<file path="config.mk">
export PLATFORM = sky130hd
export DESIGN_NAME = pwm_duty_sequencer
export DESIGN_NICKNAME = d
export VERILOG_FILES = /design/src/rtl/pwm_pkg.sv /design/src/rtl/pwm_tick_divider.sv /design/src/rtl/pwm_duty_sequencer.sv
export SDC_FILE = /design/constraint.sdc
export NUM_CORES = 1
export LEC_CHECK = 0
export ABC_CLOCK_PERIOD_IN_PS = 2450
export CAP_MARGIN = 20
export CORE_AREA = 5 5 77 51
export DETAILED_ROUTE_END_ITERATION = 10
export DIE_AREA = 0 0 82 56
export PLACE_DENSITY = 0.77
export REMOVE_ABC_BUFFERS = 1
export SYNTH_ARGS = -nofsm -noshare
export SYNTH_HDL_FRONTEND = slang
export SYNTH_SLANG_ARGS = --single-unit
export TNS_END_PERCENT = 100
</file>
<file path="constraint.sdc">
create_clock -name clk -period 2.45 [get_ports clk]
set_input_delay 0.49 -clock clk [delete_from_list [all_inputs] [get_ports clk]]
set_output_delay 0.49 -clock clk [all_outputs]
set_load 0.02 [all_outputs]
</file>
<file path="src/rtl/pwm_pkg.sv">
`default_nettype none
// ============================================================================
// Package  : pwm_pkg
// Brief    : Shared widths, reset duty and state encoding for the PWM blocks.
// Revision : 1.0 - initial release
// ============================================================================
package pwm_pkg;

  localparam int PWM_DUTY_W     = 3;
  localparam int PWM_RATE_W     = 8;
  localparam int PWM_RESET_DUTY = 4;
  localparam int DUTY_MAX       = (1 << PWM_DUTY_W) - 1;

  typedef enum logic [1:0] {
    IDLE = 2'd0,
    RAMP = 2'd1,
    STEP = 2'd2,
    DONE = 2'd3
  } state_t;

  function automatic int duty_max(input int w);
    return (1 << w) - 1;
  endfunction

endpackage
`default_nettype wire

</file>
<file path="src/rtl/pwm_tick_divider.sv">
`default_nettype none
// ============================================================================
// Module   : pwm_tick_divider
// Brief    : Counts period ticks up to a terminal value and pulses step_en.
// Revision : 1.0 - initial release
// ============================================================================
module pwm_tick_divider
  import pwm_pkg::*;
#(
  parameter int RATE_W = PWM_RATE_W
) (
  input  logic              clk,
  input  logic              rst,
  input  logic              clear,
  input  logic              en,
  input  logic              tick,
  input  logic [RATE_W-1:0] term,
  output logic              step_en
);

  logic [RATE_W-1:0] cnt_q, cnt_d;

  // >= lets a terminal value lowered mid-count fire on the very next tick
  assign step_en = en && tick && (cnt_q >= term);

  always_comb begin
    cnt_d = cnt_q;
    if (clear) begin
      cnt_d = '0;
    end else if (en && tick) begin
      cnt_d = step_en ? '0 : cnt_q + 1'b1;
    end
  end

  always_ff @(posedge clk or negedge rst) begin
    if (!rst) begin
      cnt_q <= '0;
    end else begin
      cnt_q <= cnt_d;
    end
  end

endmodule
`default_nettype wire

</file>
<file path="src/rtl/pwm_duty_sequencer.sv">
`default_nettype none
// ============================================================================
// Module   : pwm_duty_sequencer
// Brief    : Ramps the PWM generator duty to a target, one inc/dec pulse per
//            programmable number of PWM periods; keeps a shadow of the duty.
// Options  : PWM_SEQ_FAULT_EN adds a level fault input that ramps duty to 0.
// Revision : 1.0 - initial release
// ============================================================================
module pwm_duty_sequencer
  import pwm_pkg::*;
#(
  parameter int                DUTY_W     = PWM_DUTY_W,
  parameter int                RATE_W     = PWM_RATE_W,
  parameter logic [DUTY_W-1:0] RESET_DUTY = DUTY_W'(PWM_RESET_DUTY)
) (
  input  logic              clk,
  input  logic              rst,
  input  logic              tgt_valid,
  output logic              tgt_ready,
  input  logic [DUTY_W-1:0] tgt_duty,
  input  logic [RATE_W-1:0] rate_div,
  input  logic              period_tick,
`ifdef PWM_SEQ_FAULT_EN
  input  logic              fault,
`endif
  output logic              duty_inc,
  output logic              duty_dec,
  output logic [DUTY_W-1:0] cur_duty,
  output logic              busy,
  output logic              done
);

  localparam logic [DUTY_W-1:0] DUTY_TOP = DUTY_W'(duty_max(DUTY_W));

  state_t            state_q, state_d;
  logic [DUTY_W-1:0] cur_q, cur_d;
  logic [DUTY_W-1:0] tgt_q, tgt_d;
  logic [RATE_W-1:0] rate_q, rate_d;
  logic [DUTY_W-1:0] eff_tgt;
  logic [RATE_W-1:0] eff_rate;
  logic              fault_in;
  logic              div_clear, div_en, step_en;
  logic              step_any;

`ifdef PWM_SEQ_FAULT_EN
  assign fault_in = fault;
`else
  assign fault_in = 1'b0;
`endif

  // A live fault overrides the latched target immediately, even inside STEP
  assign eff_tgt  = fault_in ? '0 : tgt_q;
  assign eff_rate = fault_in ? '0 : rate_q;
  assign cur_duty = cur_q;

  pwm_tick_divider #(
    .RATE_W (RATE_W)
  ) u_div (
    .clk     (clk),
    .rst     (rst),
    .clear   (div_clear),
    .en      (div_en),
    .tick    (period_tick),
    .term    (eff_rate),
    .step_en (step_en)
  );

  always_comb begin
    state_d   = state_q;
    cur_d     = cur_q;
    tgt_d     = tgt_q;
    rate_d    = rate_q;
    tgt_ready = 1'b0;
    duty_inc  = 1'b0;
    duty_dec  = 1'b0;
    busy      = 1'b0;
    done      = 1'b0;
    div_clear = 1'b0;
    div_en    = 1'b0;
    step_any  = 1'b0;

    case (state_q)
      IDLE: begin
        tgt_ready = !fault_in;
        if (fault_in && (cur_q != '0)) begin
          div_clear = 1'b1;
          state_d   = RAMP;
        end else if (tgt_valid && tgt_ready) begin
          tgt_d     = tgt_duty;
          rate_d    = rate_div;
          div_clear = 1'b1;
          state_d   = (tgt_duty == cur_q) ? DONE : RAMP;
        end
      end
      RAMP: begin
        busy   = 1'b1;
        div_en = 1'b1;
        if (step_en) begin
          state_d = STEP;
        end
      end
      STEP: begin
        busy = 1'b1;
        if ((eff_tgt > cur_q) && (cur_q != DUTY_TOP)) begin
          duty_inc = 1'b1;
          step_any = 1'b1;
          cur_d    = cur_q + 1'b1;
        end else if ((eff_tgt < cur_q) && (cur_q != '0)) begin
          duty_dec = 1'b1;
          step_any = 1'b1;
          cur_d    = cur_q - 1'b1;
        end
        // No legal step means we are already there (or saturated): finish
        state_d = ((cur_d == eff_tgt) || !step_any) ? DONE : RAMP;
      end
      DONE: begin
        done    = 1'b1;
        state_d = (fault_in && (cur_q != '0)) ? RAMP : IDLE;
      end
      default: begin
        state_d = IDLE;
      end
    endcase

    if (fault_in) begin
      tgt_d  = '0;
      rate_d = '0;
    end
  end

  always_ff @(posedge clk or negedge rst) begin
    if (!rst) begin
      state_q <= IDLE;
      cur_q   <= RESET_DUTY;
      tgt_q   <= RESET_DUTY;
      rate_q  <= '0;
    end else begin
      state_q <= state_d;
      cur_q   <= cur_d;
      tgt_q   <= tgt_d;
      rate_q  <= rate_d;
    end
  end

endmodule
`default_nettype wire

</file>
# Word level (Yosys, flattened, before mapping)
# Index checks and enable logic that the tools add are counted.
# op_classes
n_reduce_logical	12
muxes	24
n_addsub	3
n_eq_ne	8
n_lt_le_gt_ge	3
# op_table
cell	count
$mux W8	3
$mux W1	13
$mux W3	3
$add A8 B1 Y8 const B	1
$ge A8 B8 Y1	1
$mux W2	4
$pmux W2 S4	1
$eq A3 B3 Y1	2
$eq A2 B2 Y1 const B	2
$logic_and A1 B1 Y1	4
$reduce_and A2 Y1	2
$add A3 B1 Y3 const B	1
$gt A3 B3 Y1	1
$lt A3 B3 Y1	1
$ne A3 B3 Y1 const B	1
$reduce_bool A3 Y1	1
$sub A3 B1 Y3 const B	1
$eq A2 B1 Y1 const B	1
$logic_not A2 Y1	1
$ne A2 B1 Y1 const B	1
$ne A2 B2 Y1 const B	1
$reduce_bool A2 Y1	1
$reduce_or A2 Y1	1
$logic_not A1 Y1	1
$logic_or A1 B1 Y1	1
# word_totals
reg_bits	24
input_bits	15

# Logic depth before layout (Yosys ltp)
# Gate-level depths: netlist of run 1.
# depth
ltp_word	9
mapped_depth	9
ltp_nobuf	8

# By module
# From an unflattened synthesis of run 1, not the netlist that was laid out.
# unflattened
hier_cells	174
area_unflattened_um2	1726.7
# modules_own_cells
module	n_inst	seq_area_each_um2	area_per_inst_um2	cells_per_inst
pwm_duty_sequencer	1	402.9	1087.3	104
pwm_tick_divider	1	200.2	639.4	70

# Worst setup path before layout of run 1
# No wires, ideal clock.
# synth_timing
kind	flip-flop to flip-flop
startpoint	reg cur_q[2], in the netlist cur_duty[2]
endpoint	reg state_q[1]
period_less_slack_ns	2.360
setup_slack_ns	0.090
stages_incl_launch_ff	9
n_path_buf	0
arrival_ns	2.225
required_ns	2.315
cell_sequence	dfstp_2 -> inv_1 -> ha_1 -> a31o_2 -> a21o_1 -> a311oi_1 -> xor2_1 -> a311oi_1 -> a221oi_1
# synth_via
elab_chain_len	9
word_cells_on_any_way	22
cone_classes	add/sub: 2; order compare: 2; eq/ne: 3; mux: 10; reduce/logical: 5
# synth_lines
element	line	text
start: declaration	pwm_duty_sequencer.sv:36	logic [DUTY_W-1:0] cur_q, cur_d;
start signal: assignment	pwm_duty_sequencer.sv:139	cur_q <= cur_d;
$lt A3 B3 Y1 / $reduce_bool A3 Y1 (equally long branches)	--	
$logic_and A1 B1 Y1	pwm_duty_sequencer.sv:108	end else if ((eff_tgt < cur_q) && (cur_q != '0)) begin
$mux W3 / $mux W1 (equally long branches)	pwm_duty_sequencer.sv:108	
$mux W3 / $mux W1 (equally long branches)	pwm_duty_sequencer.sv:104	if ((eff_tgt > cur_q) && (cur_q != DUTY_TOP)) begin
$mux W3 / $mux W1 (equally long branches)	pwm_duty_sequencer.sv:82	case (state_q)
$eq A3 B3 Y1 / $logic_not A1 Y1 (equally long branches)	pwm_duty_sequencer.sv:114	state_d = ((cur_d == eff_tgt) || !step_any) ? DONE : RAMP;
$logic_or A1 B1 Y1	pwm_duty_sequencer.sv:114	
$mux W2	pwm_duty_sequencer.sv:114	
$pmux W2 S4 *	pwm_duty_sequencer.sv:82	
end signal: assignment	pwm_duty_sequencer.sv:138	state_q <= state_d;
end: declaration	pwm_duty_sequencer.sv:35	state_t state_q, state_d;
# Every way passes the cells marked *; elsewhere a longest branch is shown, timed or not. The select of a mux whose other input is x is not followed.
# A chain may end at the register's enable or synchronous reset.

# Worst setup path after layout of run 1
# Same ends and word-level chain as after synthesis.

==> results of run 1 <==
[cell families after synthesis]
kind of cell,Yosys count,share of synthesized area [%]
buffers and inverters,19,4.910
xor gates and xnor gates,8,4.365
muxes,13,9.041
adders and majority gates,20,15.59
AOI/OAI and AO/OA,39,16.91
and+or+nand+nor,35,11.61
DFF,24,37.57
[worst max path at each step]
| stage | from | end | slack, ns | depth (start not counted) |
|---|---|---|---|---|
| 2_1_floorplan | cur_duty[2] | state_q[1] | 0.09 | 8 |
| 3_5_place_dp | cur_duty[2] | duty_dec | -0.11 | 6 |
| 3_3_place_gp | cur_duty[2] | duty_inc | -0.05 | 6 |
| 4_1_cts | cur_duty[2] | state_q[1] | 0.005 | 10 |
| 5_1_grt | cur_duty[2] | state_q[1] | -0.007 | 10 |
| 6_report | cur_duty[2] | state_q[1] | 0.07 | 10 |
[sequential cells by signal, indices dropped and copies added, names as in the netlist]
signal and cells:
u_div.cnt_q 8, state_q 2, cur_duty 3, eff_rate 8
eff_tgt 3
[worst max-delay path, cell delays in order (launching register included)]
cell      delay (ns)
dfstp_2         0.55
inv_1           0.07
ha_4            0.25
a31o_2          0.26
buf_4           0.14
a21o_1          0.17
buf_4           0.15
mux2i_1         0.15
o221ai_1        0.14
xnor2_1         0.19
a221oi_2        0.23
[layer usage]
metal / track usage [%] / vias up / wire length [µm]
met5: 0 / - / 0
met3: 4.207 / 4 / 153
li1: - / 652 / -
met4: 3.081 / 0 / 39
met2: 28.77 / 30 / 1924
met1: 23.57 / 662 / 1767
[metrics by stage]
step | area (µm²) | setup WS (ns) | hold WS (ns) | util, %
floorplan | 1587 | 0.09008 | 0.1944 | -
global placement | 1983 | -0.05467 | 0.4912 | 63.50
detailed placement | 1983 | -0.1103 | 0.5063 | 63.50
CTS | 2066 | 0.004734 | 0.5264 | 66.15
global route | 2082 | -0.007488 | 0.5392 | 66.67
finish | 2082 | 0.07396 | 0.5204 | 66.67
[repair_timing]
item,CTS,global route
buffers inserted,0,1
endpoints found under the hold margin,0,0
setup endpoints to repair,3,7
gates cloned,0,0
resized for setup,8,4
pin swaps,4,3
[power by group through the flow]
stage          combinational (mW)  sequential [mW]  clock [mW]
3_5_place_dp                 1.90            0.690           0
5_1_grt                      2.17            0.706       0.375
6_report                     2.00            0.684       0.347
4_1_cts                      1.94            0.683       0.355
3_3_place_gp                 1.80            0.670           0
2_1_floorplan                1.13            0.706           0
[cells in the final DEF, fill, tap and decap left out, types with 2 or more instances in the layout]
cell             instances
a21o_1                   3
a21oi_1                 11
a21oi_2                  2
a22o_1                   2
a311oi_1                 3
a31o_2                   2
a31oi_1                  7
and2_1                   3
and3_1                   5
buf_4                   16
clkbuf_8                 3
clkdlybuf4s50_1         20
dfrtp_1                 22
dfstp_2                  2
ha_1                    19
inv_1                   16
mux2_2                  12
nand2_1                  8
nand2b_1                 2
nand3_1                  5
nor2_1                   5
o21ai_0                  3
or2b_1                   3
xnor2_1                  7
[area by class of cell]
type	instances	share of cell area [%]
sequential	24	28.97
clock inverter	1	1.442
multi-input combinational	115	45.61
tap	45	2.704
timing repair buffer	39	16.41
clock buffer	3	1.983
inverter	16	2.885
[synth_stat cells, types with 2 or more instances]
| library cell | count | area, µm² |
|---|---|---|
| nor2_1 | 5 | 18.77 |
| mux2_2 | 12 | 135.1 |
| nand3_1 | 5 | 25.02 |
| xnor2_1 | 7 | 61.31 |
| dfrtp_1 | 22 | 550.5 |
| a22o_1 | 2 | 17.52 |
| a21oi_1 | 13 | 65.06 |
| a311oi_1 | 3 | 26.28 |
| ha_1 | 20 | 250.2 |
| nand2_1 | 8 | 30.03 |
| inv_1 | 16 | 60.06 |
| a31oi_1 | 7 | 43.79 |
| or2b_1 | 3 | 22.52 |
| a31o_2 | 2 | 17.52 |
| and3_1 | 5 | 31.28 |
| o21ai_0 | 3 | 15.01 |
| nand2b_1 | 2 | 12.51 |
| and2_1 | 3 | 18.77 |
| a21o_1 | 3 | 22.52 |
| dfstp_2 | 2 | 52.55 |
==> flow_metrics.env, run 1 <==
export IMPL_grt_overflow=0
export IMPL_power_density_nw_per_um2=1455
export IMPL_clk_pin_slew_ns=0.09
export IMPL_dieArea_um2=4592
export IMPL_worstPathMaxFanout=4
export IMPL_setup_tns_final_ns=0
export IMPL_initial_utilization_pct=51.40
export IMPL_maxCapViolCount=0
export IMPL_synthFlopType="dfrtp_1"
export IMPL_drv_slew=0
export IMPL_synthCells=158
export IMPL_peakVddDrop_v=0.0009168
export IMPL_fin_crit_sh_pct=96.98
export IMPL_ctsHtreeMaxLevel=1
export IMPL_r2r_start="cur_duty[2]"
export IMPL_ioPinCount=23
export IMPL_diodes=0
export IMPL_worstHoldStart="eff_rate[3]"
export IMPL_path_class="reg -> reg"
export IMPL_regArea_um2=603.1
export IMPL_grt_usage_pct=17.55
export IMPL_synth_edf_count=0
export IMPL_wire_per_inst_um=15.98
export IMPL_drt_initial_drc_count=45
export IMPL_synth_seq_cells=24
export IMPL_clock_sinks=24
export IMPL_ant_nets=0
export IMPL_switching_share_pct=42.24
export IMPL_antenna_found_initial=0
export IMPL_rows=16
export IMPL_die_width_um=82
export IMPL_drcViolationCount=0
export IMPL_fillCellCount=253
export IMPL_grt_max_degree=25
export IMPL_dp_cells=238
export IMPL_rr_worst_depth=10
export IMPL_layout_nets=234
export IMPL_avgViaCountPerCell=5.547
export IMPL_hp_class="reg -> reg"
export IMPL_start_kind="flop"
export IMPL_ys_types=35
export IMPL_cts_tree="built"
export IMPL_hpwl_um=3047
export IMPL_vias=1348
export IMPL_final_hold_violation_count=0
export IMPL_dr_pass1_iters=4
export IMPL_fin_cells=243
export IMPL_async_flop_share_pct=100.0
export IMPL_tightestPinTransition_ns=0.3448
export IMPL_arrival_ns=2.55
export IMPL_total_leakage_power_nw=0.9995
export IMPL_synthToLayoutAreaGrowth_pct=29.70
export IMPL_syn_area_um2=1605
export IMPL_required_ns=2.63
export IMPL_drt_wl_total_um=3884
export IMPL_finalClockSkew_ns=0.004393
export IMPL_core_um2=3123
export IMPL_holdPathStages=1
export IMPL_clock_latency_ns=0.27
export IMPL_power_frac_seq_pct=22.6
export IMPL_grt_pass1_wl_um=6320
export IMPL_r2r_end="state_q[1]"
export IMPL_p_comb_share_pct=66.0
export IMPL_total_power_mw=3.029
export IMPL_cts_made_buffers=3
export IMPL_intPower_mw=1.750
export IMPL_status="finished clean"
export IMPL_avgSynthCellArea_um2=10.16
export IMPL_fmax_mhz=420.9
export IMPL_rsz0062_at_grt="yes"
export IMPL_r2r_slack_ns=0.07
export IMPL_die_height_um=56
export IMPL_ctsHoldBuffers=0
export IMPL_port_buffers=22
export IMPL_ys_seq_area_share_pct=37.57
export IMPL_cts_root_buffer="clkbuf_8"
export IMPL_grt_pass1_vias=1375
export IMPL_clkPwrFrac_pct=11.5
export IMPL_switchingPower_mw=1.280
export IMPL_clock_path_buffers=2
export IMPL_slew_headroom_pct=76.90
export IMPL_setup_violations=0
export IMPL_multi_input_area_um2=949.7
export IMPL_gp_congestion=0.8809
export IMPL_post_route_cells_drive_above_1_share_pct=22.22
export IMPL_hold_end="eff_rate[3]"
export IMPL_min_period_ns=2.376
export IMPL_endpoint_kind="flop"
export IMPL_ys_warn_count=0
Note: power is estimated with default switching activity, not from simulation.
==> run 2, diff against run 1 <==
--- a/config.mk
+++ b/config.mk
@@ -12,6 +12,7 @@
 export DIE_AREA = 0 0 82 56
 export PLACE_DENSITY = 0.77
 export REMOVE_ABC_BUFFERS = 1
+export SLEW_MARGIN = 40
 export SYNTH_ARGS = -nofsm -noshare
 export SYNTH_HDL_FRONTEND = slang
 export SYNTH_SLANG_ARGS = --single-unit
==> results of run 2 <==
No change in the layout: final DEF, timing and power equal those of run 1.
==> run 3, diff against run 2 <==
--- a/config.mk
+++ b/config.mk
@@ -5,11 +5,12 @@
 export SDC_FILE = /design/constraint.sdc
 export NUM_CORES = 1
 export LEC_CHECK = 0
+export ABC_AREA = 1
 export ABC_CLOCK_PERIOD_IN_PS = 2450
 export CAP_MARGIN = 20
-export CORE_AREA = 5 5 77 51
+export CORE_AREA = 5 5 78 51
 export DETAILED_ROUTE_END_ITERATION = 10
-export DIE_AREA = 0 0 82 56
+export DIE_AREA = 0 0 83 56
 export PLACE_DENSITY = 0.77
 export REMOVE_ABC_BUFFERS = 1
 export SLEW_MARGIN = 40
==> run 3 against run 2 <==
Compared with the run above:
- routed wire length shrank 9.1%
- combinational power shrank 9%
- global-route usage shrank 1.7 points
- largest power group unchanged
- largest cell class unchanged
- sequential cell count is the same
- synthesized cell count grew 30%
- maximum frequency grew 5.9%
- hold slack lost 0.0052 ns
- clock power shrank 31%
- die area grew 1.2%
- non-clock buffer count shrank 8
==> flow_metrics.env, run 3 <==
export IMPL_status="finished clean"
export IMPL_ctsHtreeMaxLevel=1
export IMPL_synth_common_cells="nand2_1 (37), inv_1 (34), dfrtp_1 (22), ha_1 (20), a21oi_1 (19)"
export IMPL_synth_edf_count=0
export IMPL_rsz0062_at_grt="no"
export IMPL_ioPinCount=23
export IMPL_drcViolationCount=0
export IMPL_pre_cts_slack_ns=0.05561
export IMPL_final_cell_mix="nand2_1 (37), inv_1 (34), dfrtp_1 (22), ha_1 (20), clkdlybuf4s50_1 (20)"
export IMPL_setup_violations=0
export IMPL_fin_crit_sh_pct=91.58
export IMPL_setup_tns_final_ns=0
export IMPL_switchingPower_mw=1.309
export IMPL_tightestPinTransition_ns=0.5813
export IMPL_worstPathMaxFanout=7
export IMPL_min_period_ns=2.244
export IMPL_drv_slew=0
export IMPL_yosysTopAreaCellShare_pct=33.36
export IMPL_maxCapViolCount=0
export IMPL_clkPwrFrac_pct=8.8
export IMPL_dr_wl_met2_um=1363
export IMPL_final_hold_violation_count=0
export IMPL_vias=1401
export IMPL_cts_tree="built"
export IMPL_clock_sinks=24
export IMPL_ys_types=28
export IMPL_peakVddDrop_v=0.0008756
export IMPL_p_comb_share_pct=67.2
export IMPL_drt_wl_total_um=3532
export IMPL_cts_root_buffer="clkbuf_8"
export IMPL_post_route_util_pct=63.92
export IMPL_required_ns=2.65
export IMPL_grt_usage_pct=15.89
export IMPL_finalClockSkew_ns=0.006644
export IMPL_power_density_nw_per_um2=1348
export IMPL_initial_utilization_pct=52.18
export IMPL_grt_pass1_vias=1341
export IMPL_ctsHoldBuffers=0
export IMPL_clock_latency_ns=0.26
export IMPL_synth_seq_cells=24
export IMPL_r2r_slack_ns=0.21
export IMPL_hp_class="reg -> reg"
export IMPL_hpwl_um=2920
export IMPL_die_width_um=83
export IMPL_path_class="reg -> reg"
export IMPL_synthToLayoutAreaGrowth_pct=22.52
export IMPL_start_kind="flop"
export IMPL_synthCells=206
export IMPL_core_um2=3163
export IMPL_endpoint_kind="flop"
export IMPL_total_leakage_power_nw=1.021
export IMPL_wl_met1_um=1940
export IMPL_cts_made_buffers=3
export IMPL_dieArea_um2=4648
export IMPL_antenna_found_initial=0
export IMPL_postCtsSetupRepairBufs=0
export IMPL_yosysMostFrequentCell="nand2_1"
export IMPL_total_power_mw=2.725
export IMPL_dr_pass1_iters=4
export IMPL_async_flop_share_pct=100.0
export IMPL_rows=16
export IMPL_grt_overflow=0
export IMPL_die_height_um=56
export IMPL_grt_max_degree=14
export IMPL_power_frac_seq_pct=24.0
export IMPL_wl_met3_um=215
export IMPL_intPower_mw=1.416
export IMPL_fmax_mhz=445.7
export IMPL_switching_share_pct=48.04
export IMPL_hold_ws_ns=0.5153
export IMPL_final_common_cell="nand2_1"
export IMPL_fin_ws_ns=0.2062
export IMPL_avgSynthCellArea_um2=8.011
export IMPL_top_layer="met4"
export IMPL_avgViaCountPerCell=4.933
export IMPL_syn_area_um2=1650
export IMPL_post_route_cells_drive_above_1_share_pct=12.97
export IMPL_synthTopCellsByArea="dfrtp_1 (33%), ha_1 (15%), nand2_1 (8.4%), inv_1 (7.7%), a21oi_1 (5.8%)"
export IMPL_clk_pin_slew_ns=0.08
export IMPL_wire_per_inst_um=12.44
export IMPL_layout_nets=275
export IMPL_ys_warn_count=0
export IMPL_drt_initial_drc_count=56
export IMPL_gp_congestion=0.8481
export IMPL_arrival_ns=2.44
export IMPL_ys_seq_area_share_pct=36.54
export IMPL_clock_path_buffers=2
export IMPL_slew_headroom_pct=61.13
export IMPL_diodes=0
export IMPL_port_buffers=22
export IMPL_ant_nets=0
export IMPL_synthFlopType="dfrtp_1"
export IMPL_grt_pass1_wl_um=6092
export IMPL_synth_largest_area_cell="dfrtp_1"
[run 3: cell count changes in the layout (fill, tap and decap cells not counted), sizes merged, moves of 4 or more]
cell   delta
buf       -9
xnor2     -4
nand3     +9
and3      -5
nand2    +35
a21oi     +8
inv      +19
o22ai     +8
nor2     +11
mux2     -11
a31oi     -7
[run 3: kinds of logic after synthesis]
logic type	Yosys count	share of synthesized area (%)
compound gates	36	12.51
xor+xnor	7	3.715
fa+ha+maj	20	15.16
buf+inv	37	8.415
flops	24	36.54
mux	1	0.6823
simple gates	81	22.97
[run 3: critical path, cell delays in order, from the launching register on]
cell     delay (ns)
dfstp_2        0.54
inv_2          0.04
ha_1           0.35
nand3_1        0.11
nand2_1        0.05
inv_1          0.08
nand2_4        0.05
buf_4          0.16
or2_1          0.22
nand2_1        0.08
nand2_1        0.05
nand2_1        0.08
nand2_1        0.06
nand2_1        0.05
nand2_1        0.04
nand2_1        0.06
nand2_1        0.06
a21oi_2        0.11
[run 3: through the flow]
stage | cell area, µm² | cells
after floorplan | 1643 | 204
after global placement | 1987 | 280
after detailed placement | 1987 | 280
after CTS | 2029 | 284
after global routing | 2022 | 284
final | 2022 | 284
[run 3: layer usage]
layer,up-vias,track usage (%)
met5,-,0
met4,0,1.632
met3,2,4.586
met2,39,22.37
met1,622,24.50
li1,738,-
[run 3: power by group through the flow]
stage	Combinational, mW	Sequential, mW	Clock (mW)
floorplan	1.26	0.676	0
global placement	1.79	0.656	0
detailed placement	1.83	0.660	0
CTS	1.83	0.653	0.244
global route	2.07	0.675	0.264
finish	1.83	0.655	0.240
[run 3: area by class of cell]
cell class	instances	area (µm²)
clock buffers	4	45.04
fillers	305	1141
inverters	35	131.4
multi-input cells	145	908.4
flip-flops and latches	24	603.1
well taps	45	56.30
repair buffers	31	277.8
[run 3: path summary, 6_finish.rpt]
check,startpoint,endpoint,depth (start not counted)
max in group asynchronous,rst,u_div.cnt_q[4],2
min reg2reg,eff_tgt[2],eff_tgt[2],2
min,eff_tgt[2],eff_tgt[2],2
min in group asynchronous,rst,cur_duty[1],1
max,cur_duty[2],state_q[1],17
max reg2reg,cur_duty[2],state_q[1],17
[run 3: what timing repair did]
| action | CTS | global route |
|---|---|---|
| pin swaps | 0 | 1 |
| gates cloned | 0 | 0 |
| endpoints found under the hold margin | 0 | 0 |
| resized for setup | 2 | 4 |
| setup endpoints to repair | 2 | 3 |
